[src/rtl/shift_normalizer.sv]
// 32-bit normalizer: finds the left shift that puts the word in canonical form
// (MSB set, or bit 30 != bit 31 in signed mode) over three advance-gated stages.
module shift_normalizer (
    input  logic        i_clk,
    input  logic        i_rst,
    input  logic        i_valid,
    output logic        o_ready,
    input  logic        i_signed,
    input  logic [31:0] i_data,
    output logic        o_valid,
    input  logic        i_ready,
    output logic [31:0] o_data,
    output logic [4:0]  o_shift_amt,
    output logic        o_zero
);

    // Leading-zero count of a 16-bit half, 0..16.
    function automatic logic [4:0] lz16(input logic [15:0] x);
        logic [4:0] cnt;
        logic       done;
        cnt  = '0;
        done = 1'b0;
        for (int i = 15; i >= 0; i--) begin
            if (!done) begin
                if (x[i]) done = 1'b1;
                else      cnt  = cnt + 5'd1;
            end
        end
        return cnt;
    endfunction

    logic        w_adv;
    logic [31:0] w_t;
    logic [4:0]  w_cnt_hi, w_cnt_lo;
    logic [5:0]  w_lz;
    logic        w_zero;
    logic [4:0]  w_amt;

    logic        r1_vld, r1_signed;
    logic [31:0] r1_data;
    logic [4:0]  r1_cnt_hi, r1_cnt_lo;
    logic        r2_vld, r2_signed;
    logic [31:0] r2_data;
    logic [5:0]  r2_lz;

    assign w_adv   = !o_valid || i_ready;
    assign o_ready = w_adv;

    // Negative signed words are inverted so sign-bit counting becomes zero counting.
    assign w_t      = (i_signed && i_data[31]) ? ~i_data : i_data;
    assign w_cnt_hi = lz16(w_t[31:16]);
    assign w_cnt_lo = lz16(w_t[15:0]);

    assign w_lz = (r1_cnt_hi == 5'd16) ? (6'd16 + {1'b0, r1_cnt_lo}) : {1'b0, r1_cnt_hi};

    assign w_zero = (r2_data == 32'd0);

    // Signed lz is always >= 1 (t has bit 31 clear); lz == 32 saturates to 31.
    always_comb begin
        w_amt = '0;
        if (w_zero)         w_amt = '0;
        else if (r2_lz[5])  w_amt = 5'd31;
        else if (r2_signed) w_amt = r2_lz[4:0] - 5'd1;
        else                w_amt = r2_lz[4:0];
    end

    always_ff @(posedge i_clk) begin
        if (i_rst) begin
            r1_vld      <= 1'b0;
            r1_signed   <= 1'b0;
            r1_data     <= '0;
            r1_cnt_hi   <= '0;
            r1_cnt_lo   <= '0;
            r2_vld      <= 1'b0;
            r2_signed   <= 1'b0;
            r2_data     <= '0;
            r2_lz       <= '0;
            o_valid     <= 1'b0;
            o_data      <= '0;
            o_shift_amt <= '0;
            o_zero      <= 1'b0;
        end else if (w_adv) begin
            r1_vld      <= i_valid;
            r1_signed   <= i_signed;
            r1_data     <= i_data;
            r1_cnt_hi   <= w_cnt_hi;
            r1_cnt_lo   <= w_cnt_lo;
            r2_vld      <= r1_vld;
            r2_signed   <= r1_signed;
            r2_data     <= r1_data;
            r2_lz       <= w_lz;
            o_valid     <= r2_vld;
            o_data      <= r2_data << w_amt;
            o_shift_amt <= w_amt;
            o_zero      <= w_zero;
        end
    end

endmodule

[config.mk]
export PLATFORM = sky130hd
export DESIGN_NAME = shift_normalizer
export DESIGN_NICKNAME = d
export VERILOG_FILES = /design/src/rtl/shift_normalizer.sv
export SDC_FILE = /design/constraint.sdc
export NUM_CORES = 1
export LEC_CHECK = 0
export BUFFER_PORTS_ARGS = -buffer_cell sky130_fd_sc_hd__buf_4
export CELL_PAD_IN_SITES_DETAIL_PLACEMENT = 1
export CELL_PAD_IN_SITES_GLOBAL_PLACEMENT = 1
export CORE_MARGIN = 3
export CORE_UTILIZATION = 45
export DETAILED_ROUTE_END_ITERATION = 8
export PLACE_DENSITY_LB_ADDON = 0.12
export SETUP_SLACK_MARGIN = 0.4
export SYNTH_ARGS = -nofsm -noshare
export SYNTH_HDL_FRONTEND = slang
export SYNTH_SLANG_ARGS = --single-unit
[constraint.sdc]
create_clock -name i_clk -period 11.1 [get_ports i_clk]
set_input_delay 0.555 -clock i_clk [delete_from_list [all_inputs] [get_ports i_clk]]
set_output_delay 0.555 -clock i_clk [all_outputs]
set_load 0.01 [all_outputs]
==> metrics, run 1 <==
H-tree Lvls=4; Worst Hold End=r1_vld$_SDFFE_PP0P_; Worst VDD drop=approximately 0.11 mV; Slew @ Worst Pin=around 1.2 ns; CP Max Fanout=35; DR vias=8847; Worst Hold Class=input port to register; most frequent CP cell=ha_1; minimum clock period=about 9 ns; first-pass GRT wire length=around 45 mm; Max Cap Viol=0; critical path launch point type=input port; CTS clk-pin slew, worst paths=about 0.060 ns; GRT Total Usage=about 25%; R2R Path Start=r2_data[19]$_SDFFE_PP0P_; drt total wl=around 27 mm; Area Growth Syn to Fin=14.2%; GRT Residual Overflow=0; status=finished, final reports clean; initial antenna violation count=0; Cells after Synth=1208; RSZ-0062 raised after global routing=false; Clock Tree Buf Depth=2; Clock Skews=0.00826 ns; Pleak=4.48 nW; post-DP HPWL=19.8 mm; IO Port Bufs=between 70 and 80; crit path kind=input port to register; Highest Clock Rate=111 MHz; diode count=0; number of top-level pins=77; post-CTS sizing=0; crit path max-delay cell type=a221oi_1; Post-CTS Hold Buffers=0; CTS Sinks=about 120; CTS tree=done; syn avg cell area=around 7.5 µm²; DRC=0; max-slew violations=0; layout cells sized above 1=between 10% and 20%; Routed Antenna Nets=0; core region area=just under 20000 µm²; clock root buffer=clkbuf_16; Setup TNS Final=0 ns; syn nets=between 1000 and 1500; sequential share of the synthesized area=27.2%; R2R Setup Slk=around 7.4 ns; worst skew pair latency=about 0.42 ns; Fin. Hold Viols=0; Die H=between 100 and 150 µm; first-pass iteration count of the detailed router=4; R2R cell count=11; Hold Crit Depth=3; HP Start=i_valid; Post-CTS Setup Bufs=0; WP data required=between 10 and 15 ns; CP arrival=between 9 and 10 ns; delay of the slowest critical-path stage=about 0.53 ns; final worst path period share=about four fifths; vias in the first global route=approximately 8700; power per cell area=between 100 and 150 nW/µm²; CP top delay family=compound AO/OA/AOI/OAI gates; DIE AREA=approximately 22000 µm²; DP Area=9740 µm²; Final Cell Area=between 10000 and 15000 µm²; CP bufs+invs=2; Synth cell types=87; final layout net count=1290; Post-synth ARST share=0%; WL per Instance=between 15 and 20 µm; cell row count=just over 50; FF+latch count, synth=123; DIE WIDTH=approximately 150 µm; Starting Density=a little under half; Placer Congestion=approximately 0.86; top_reg_cell synth=dfxtp_1; number of synthesized flops with an enable pin=0; Rel. slew slack=a little under a quarter; largest net degree at the start of global routing=95; Synth Cell Area=between 9000 and 10000 µm²; R2R Path End=o_data[30]$_SDFFE_PP0P_; Setup Viol. Count Final=0; synth warn=0; TritonCTS Buffers=17; initial DRC count=473; Via density=5.88; Worst Setup End Kind=register; fillers=2477
[cells in the final DEF, fill, tap and decap left out, types with 29 or more instances in the layout]
cell,instances
buf_4,86
a21oi_1,131
nand2_1,220
o21ai_0,49
nand3_1,39
nor2_1,85
inv_1,29
mux2i_1,79
dfxtp_1,123
[metal layers]
layer	vias to the layer above	global-route usage, %	share of wire (%)
met2	155	43.2	49
met4	0	6.79	1.2
met5	-	0	0
met3	26	3.16	3.3
li1	4365	-	-
met1	4301	32.8	46
[tightest hold or removal path, stage by stage]
cell and delay, ns:
buf_4 0.11, nand2_1 0.05, a21oi_1 0.06
[worst max-delay path by stage]
stage | startpoint | endpoint | slack [ns] | depth (start not counted)
finish | i_data[31] | r1_cnt_hi[4]$_SDFFE_PP0P_ | 2.07 | 46
CTS | i_data[31] | r1_cnt_hi[4]$_SDFFE_PP0P_ | 2.15 | 46
global route | i_data[31] | r1_cnt_hi[4]$_SDFFE_PP0P_ | 1.21 | 46
floorplan | i_data[31] | r1_cnt_hi[4]$_SDFFE_PP0P_ | 2.55 | 48
global placement | i_data[31] | r1_cnt_hi[4]$_SDFFE_PP0P_ | 2.10 | 45
detailed placement | i_data[31] | r1_cnt_hi[4]$_SDFFE_PP0P_ | 1.74 | 46
[cell usage after synthesis, drive strengths merged, types with 11 or more instances]
| master | n | area [µm²] |
|---|---|---|
| and3 | 11 | 68.8 |
| o211ai | 15 | 113 |
| xor2 | 13 | 121 |
| a211oi | 18 | 135 |
| nor4 | 12 | 75.1 |
| mux2 | 26 | 293 |
| buf | 22 | 104 |
| clkbuf | 64 | 240 |
| and2 | 16 | 100 |
| o21ai | 54 | 270 |
| xnor2 | 27 | 244 |
| nand2 | 221 | 837 |
| ha | 26 | 325 |
| mux2i | 80 | 813 |
| a22oi | 21 | 158 |
| nor3 | 23 | 126 |
| nor2 | 86 | 330 |
| nand3 | 39 | 195 |
| inv | 30 | 113 |
| a21oi | 132 | 664 |
| dfxtp | 123 | 2460 |
| nor2b | 12 | 75.1 |
[through the flow]
step / utilization (%) / std cells / setup WS (ns) / hold WS (ns) / power [W]
floorplan: - / 1208 / 2.55 / 0.426 / 0.000693
global placement: 49.7 / 1473 / 2.10 / 0.438 / 0.000776
detailed placement: 49.7 / 1473 / 1.74 / 0.445 / 0.000785
CTS: 52.8 / 1505 / 2.15 / 0.380 / 0.00135
global route: 52.8 / 1505 / 1.21 / 0.402 / 0.00140
finish: 52.8 / 1505 / 2.07 / 0.397 / 0.00134
[power by group]
part	internal [W]	switching [W]	leakage [nW]
Sequential	0.000467	0.0000184	1.01
Combinational	0.000119	0.000173	3.19
Clock	0.000340	0.000218	0.282
[cell families (layout without fill, tap and decap cells)]
logic type | Yosys count | in the layout | share of synthesized area [%]
AOI/OAI and AO/OA | 324 | 324 | 22.7
xor gates and xnor gates | 44 | 44 | 5.07
adders and majority gates | 29 | 29 | 3.94
buffers and inverters | 116 | 148 | 5.04
DFF | 123 | 123 | 27.2
muxes | 106 | 106 | 12.2
and+or+nand+nor | 466 | 466 | 23.8
[area by class of cell]
type	count	area, µm²	share of cell area [%]
Multi-Input combinational cell	969	6190	59.9
Clock buffer	18	439	4.25
Clock inverter	14	159	1.54
Timing Repair Buffer	86	646	6.25
Tap cell	265	332	3.21
Sequential cell	123	2460	23.8
Inverter	30	113	1.09
[state kept, by name (all words and copies together), names as in the netlist]
signal and flops:
r1_signed 1, r2_data 32, o_shift_amt 5, r2_vld 1, r2_lz 6, r1_vld 1, r2_signed 1, r1_cnt_lo 5
r1_cnt_hi 5, r1_data 32, o_valid 1, o_zero 1, o_data 32
No activity file was read; power rests on OpenSTA's default activity.
==> run 2: changes to the inputs <==
ABC_AREA = 1   (was not set)
CORE_UTILIZATION = 39   (was 45)
clock period = 8.1 ns   (was 11.1 ns; I/O delays follow)
==> metrics, run 2 <==
status=finished, final reports clean; Cells after Synth=1425 (+18%); Setup WS post-layout=1.16 ns (-0.911 ns); commonest non-fill, non-tap cell in the layout=nand2_1; Area Growth Syn to Fin=14.7%; top-area cell type share of the netlist area=27.8% (+0.56 points); Placer Congestion=0.857 (+0.15%); DRC=0 (unchanged); CTS tree=done; number of top-level pins=77 (unchanged); power per cell area=190 nW/µm² (+47%); top_reg_cell synth=dfxtp_1; Post-Synth Adder-Cell Area=3.67% (-0.27 points); Via density=5.15 (-12%); Worst Setup End Kind=register; Sw Ratio=34.2% (+3.6 points); RSZ-0062 raised after global routing=false; first-pass iteration count of the detailed router=4 (unchanged); Synth Cell Area=8870 µm² (-2.0%); Synth cell types=57 (-34%); WP data required=8.42 ns (-2.94 ns); Pleak=4.97 nW (+11%); Post-Synth XOR/XNOR Area=2.43% (-2.6 points); clock share of power=38.6% (-3.2 points); Post-CTS Setup Bufs=0 (unchanged); Comb pwr share=25.9% (+4.0 points); Rel. slew slack=37.5% (+15 points); DIE WIDTH=157 µm (+6.1%); Post-synth ARST share=0% (unchanged); H-tree Lvls=4 (unchanged); Fin. Hold Viols=0 (unchanged); initial DRC count=449 (-5.1%); biggest regs=o_data (32), r1_data (32), r2_data (32); sequential share of power=35.5% (-0.8 points); Highest Clock Rate=between 100 and 150 MHz; Worst VDD drop=0.147 mV (+35%); GRT Residual Overflow=0 (unchanged); cell row count=54 (+5.9%); Die H=157 µm (+6.1%); switching power=0.000661 W (+61%); WL per Instance=15.0 µm (-17%); Starting Density=40.2% (-6.1 points); Final Cell Area=10200 µm² (-1.5%); syn avg cell area=6.23 µm² (-17%); TritonCTS Buffers=17 (unchanged); core region area=22100 µm² (+13%); Setup Viol. Count Final=0 (unchanged); largest net degree at the start of global routing=103 (+8.4%); dpl ws=0.741 ns (-1.00 ns); drt total wl=26.3 mm (-3.4%); R2R Setup Slk=4.14 ns (-3.29 ns); layout cells sized above 1=14.2% (-0.056 points); FF/Latch Area=2460 µm² (unchanged); top cells by instance count after synthesis=353 x nand2_1, 180 x o21ai_0, 169 x inv_1; area of the multi-input gates=5450 µm² (-12%); CTS Sinks=123 (unchanged); GRT Total Usage=21.9% (-3.0 points); number of synthesized flops with an enable pin=0 (unchanged); Clock Skews=0.0143 ns (+0.00602 ns); FF+latch count, synth=123 (unchanged); clock root buffer=clkbuf_16; Setup TNS Final=0 ns (unchanged); top cell type by total area after synthesis=dfxtp_1; Simple-Gate Fraction of Synth Area=34.6% (+11 points); final layout net count=1527 (+18%); crit path kind=input port to register; DP Area=9600 µm² (-1.5%); minimum clock period=roughly 6.9 ns; DIE AREA=24600 µm² (+13%); DR vias=9055 (+2.4%); delay of the slowest critical-path stage=0.31 ns (-0.22 ns); worst skew pair latency=0.43 ns (about the same); main combinational cell family by area after synthesis=simple AND/OR/NAND/NOR gates; dominant cells by area after synthesis=dfxtp_1 28%, nand2_1 15%, o21ai_0 10%, inv_1 7.2%, nand3_1 5.4%; post-CTS sizing=0 (unchanged); final worst path period share=a little under nine tenths; Max Cap Viol=0 (unchanged); first-pass GRT wire length=44.3 mm (-1.5%); complex-gate fraction of the synthesized area=19.6% (-3.1 points); CTS clk-pin slew, worst paths=0.06 ns (about the same); sequential share of the synthesized area=27.8% (+0.56 points); Final Core Density=46.1% (-6.7 points); Clock Tree Buf Depth=2 (unchanged); critical path launch point type=input port; IO Port Bufs=76 (unchanged); commonest cells after routing, fill and taps aside=353 x nand2_1, 180 x o21ai_0, 168 x inv_1; fillers=2977 (+20%); post-synthesis mux area share=0.790% (-11 points); CP arrival=7.26 ns (-2.03 ns); Pint=0.00127 W (+37%); vias in the first global route=9101 (+4.1%); top-count cell post-synth=nand2_1; CP Max Fanout=28 (-20%); crit path max-delay cell type=or2_2; Post-CTS Hold Buffers=0 (unchanged); post-DP HPWL=20.0 mm (+1.0%); syn nets=1488 (+17%); Worst Hold Class=input port to register; Slew @ Worst Pin=0.936 ns (-0.214 ns); initial antenna violation count=0 (unchanged); max-slew violations=0 (unchanged); synth warn=0 (unchanged); Routed Antenna Nets=0 (unchanged); Hold WS=0.239 ns (-0.158 ns)
==> run 2: cell count changes after synthesis, sizes merged, moves of 25 or more <==
cell,delta
o21ai,+130
nand3,+62
inv,+153
mux2,-26
a21oi,-46
nor2,+58
mux2i,-73
nand2,+159
xnor2,-25
==> run 2: worst max-delay path, delay by kind of cell <==
kind | cells | cell delay, ns
AOI/OAI and AO/OA | 12 | 2.25
adders and majority gates | 8 | 2.16
and+or+nand+nor | 13 | 1.53
buffers and inverters | 9 | 0.70
xor gates and xnor gates | 1 | 0.20
==> run 2: final cells by class <==
type / count / area share, %
antenna: 1 / 0.0246
clock inverter: 14 / 1.35
timing repair buffer: 84 / 6.20
sequential: 123 / 24.2
tap: 280 / 3.44
clock buffer: 18 / 4.32
inverter: 187 / 6.91
multi-input combinational: 1051 / 53.6
==> run 2: cell families after synthesis <==
family,count (synthesis)
AOI/OAI and AO/OA,319
xor gates and xnor gates,22
adders and majority gates,26
buffers and inverters,251
DFF,123
muxes,7
and+or+nand+nor,677
==> run 2: path summary, 6_finish.rpt <==
kind | end | cells after the start | start
worst min-delay path | r1_vld$_SDFFE_PP0P_ | 3 | i_valid
worst max register to register | o_data[27]$_SDFFE_PP0P_ | 13 | r2_lz[0]$_SDFFE_PP0P_
worst min register to register | o_data[9]$_SDFFE_PP0P_ | 2 | o_data[9]$_SDFFE_PP0P_
worst max-delay path | r1_cnt_lo[4]$_SDFFE_PP0P_ | 43 | i_signed
==> run 2: metrics by stage <==
step	power, W	cells
4_1_cts	0.00195	1757
2_1_floorplan	0.00103	1425
3_5_place_dp	0.00120	1725
3_3_place_gp	0.00119	1725
6_report	0.00193	1758
5_1_grt	0.00205	1757
==> run 2: routing by layer <==
layer / wire (µm) / track usage [%] / share of wire [%]
met1: 12400 / 27.8 / 47
met2: 12900 / 38.8 / 49
met3: 577 / 2.65 / 2.2
met4: 464 / 6.38 / 1.8
met5: 0 / 0 / 0
==> run 2: power by group through the flow <==
stage,combinational (W),sequential (W),clock (W)
CTS,0.000507,0.000686,0.000761
detailed placement,0.000503,0.000699,0
finish,0.000501,0.000686,0.000745
global placement,0.000489,0.000698,0
global route,0.000574,0.000692,0.000783
floorplan,0.000332,0.000701,0
==> run 3: changes to the inputs <==
CORE_UTILIZATION = 43   (was 39)
REMOVE_ABC_BUFFERS = 1   (was not set)
clock period = 7.44 ns   (was 8.1 ns; I/O delays follow)
==> metrics, run 3 (synthesis gave the netlist of run 2 again) <==
status=finished, final reports clean; WP data required=7.76 ns (-0.66 ns); crit path max-delay cell type=or2_2; vias in the first global route=9298 (+2.2%); final worst path period share=between 80% and 90%; core region area=19800 µm² (-10%); commonest cells after routing, fill and taps aside=352 x nand2_1, 177 x o21ai_0, 168 x inv_1; Worst VDD drop=0.119 mV (-19%); Hold Crit Depth=3 (unchanged); CP arrival=6.70 ns (-0.56 ns); Routed Antenna Nets=0 (unchanged); delay of the slowest critical-path stage=0.31 ns (about the same); clock root buffer=clkbuf_16; dpl ws=0.170 ns (-0.571 ns); R2R Path Start=r2_data[21]$_SDFFE_PP0P_; Hold WS=0.211 ns (-0.0278 ns); final layout net count=1536 (+0.59%); first-pass iteration count of the detailed router=5 (+1); diode count=0 (-1); critical path launch point type=input port; max-slew violations=0 (unchanged); post-DP HPWL=19.2 mm (-3.8%); initial DRC count=416 (-7.3%); CTS tree=done; DP Area=9600 µm² (about the same); CTS Sinks=123 (unchanged); largest net degree at the start of global routing=94 (-8.7%); Worst Setup End Kind=register; GRT Total Usage=23.9% (+2.0 points); R2R cell count=20 (+7); Setup WS post-layout=1.06 ns (-0.100 ns); Clock Tree Buf Depth=2 (unchanged); DR vias=9261 (+2.3%); Post-CTS Hold Buffers=0 (unchanged); Clock Skews=0.00733 ns (-0.00695 ns); IO Port Bufs=76 (unchanged); number of top-level pins=77 (unchanged); power per cell area=213 nW/µm² (+12%); GRT Residual Overflow=0 (unchanged); initial antenna violation count=0 (unchanged); WL per Instance=15.1 µm (+0.59%); RSZ-0062 raised after global routing=false; minimum clock period=6.38 ns; crit path kind=input port to register; Worst Hold Class=input port to register; commonest non-fill, non-tap cell in the layout=nand2_1; Via density=5.29 (+2.7%); layout cells sized above 1=15.0% (+0.79 points); DIE WIDTH=150 µm (-4.6%); first-pass GRT wire length=44.5 mm (+0.39%); Setup TNS Final=0 ns (unchanged); CTS clk-pin slew, worst paths=0.06 ns (about the same); H-tree Lvls=4 (unchanged); cell row count=51 (-5.6%); biggest regs=o_data (32), r1_data (32), r2_data (32); R2R Path End=o_data[31]$_SDFFE_PP0P_; Starting Density=44.7% (+4.5 points); Slew @ Worst Pin=1.03 ns (+0.0968 ns); worst skew pair latency=0.42 ns (about the same); Highest Clock Rate=157 MHz; drt total wl=26.4 mm (+0.19%); placed cell count=1713 (-0.70%); count of non-filler cells in the finished layout=1751 (-0.40%); Max Cap Viol=0 (unchanged); R2R Setup Slk=3.26 ns (-0.88 ns); TritonCTS Buffers=17 (unchanged); HP Start=i_valid; DRC=0 (unchanged); Setup Viol. Count Final=0 (unchanged); CP Max Fanout=11 (-61%); Die H=150 µm (-4.6%); Area Growth Syn to Fin=16.3%; Rel. slew slack=30.9% (-6.6 points); Fin. Hold Viols=0 (unchanged); Pleak=5.06 nW (+1.8%); Final Cell Area=10300 µm² (+1.4%); Worst Hold End=r1_vld$_SDFFE_PP0P_; fillers=2701 (-9.3%); Placer Congestion=0.863 (+0.68%); DIE AREA=22400 µm² (-9.0%)
[run 3: worst max-delay path, delay by kind of cell]
family,cells,cell delay [ns]
AO/OA/AOI/OAI,12,1.96
adder cells (fa/ha/maj),8,2.12
buffers and inverters,10,0.78
AND/OR/NAND/NOR,14,1.44
[run 3: worst max-delay path by stage]
stage,start,end
4_1_cts,i_signed,r1_cnt_hi[4]$_SDFFE_PP0P_
5_1_grt,i_data[31],r1_cnt_hi[4]$_SDFFE_PP0P_
6_report,i_data[31],r1_cnt_lo[4]$_SDFFE_PP0P_
2_1_floorplan,o_valid$_SDFFE_PP0P_,o_shift_amt[2]$_SDFFE_PP0P_
3_5_place_dp,i_signed,r1_cnt_hi[4]$_SDFFE_PP0P_
3_3_place_gp,i_data[31],r1_cnt_hi[4]$_SDFFE_PP0P_
[run 3: through the flow]
step	util (%)	total power, W
floorplan	-	0.00111
global placement	48.4	0.00128
detailed placement	48.4	0.00130
CTS	51.6	0.00220
global route	52.0	0.00232
finish	52.0	0.00220
[run 3: what timing repair did]
action                                  in CTS  in global routing
setup buffers                                0                  6
endpoints found under the setup margin       0                  7
gates resized for setup                      0                 11
[run 3: final cells by class]
cell class / count / area [µm²] / area share, %
Clock buffer: 19 / 453 / 4.39
Clock inverter: 13 / 190 / 1.84
Inverter: 187 / 704 / 6.83
Multi-Input combinational cell: 1051 / 5470 / 53.0
Sequential cell: 123 / 2460 / 23.9
Tap cell: 265 / 332 / 3.21
Timing Repair Buffer: 93 / 706 / 6.84
[run 3: power breakdown]
part           internal, W  switching, W  total, W
clock network     0.000580      0.000315  0.000895
logic             0.000201      0.000354  0.000554
registers         0.000714     0.0000331  0.000747
total              0.00149      0.000701   0.00220
[run 3: metal layers]
| metal | vias up | track usage, % | share of wire [%] |
|---|---|---|---|
| met3 | 33 | 3.45 | 3.5 |
| met5 | - | 0 | 0 |
| li1 | 4722 | - | - |
| met1 | 4341 | 31.0 | 47 |
| met4 | 0 | 7.19 | 1.8 |
| met2 | 165 | 41.2 | 48 |
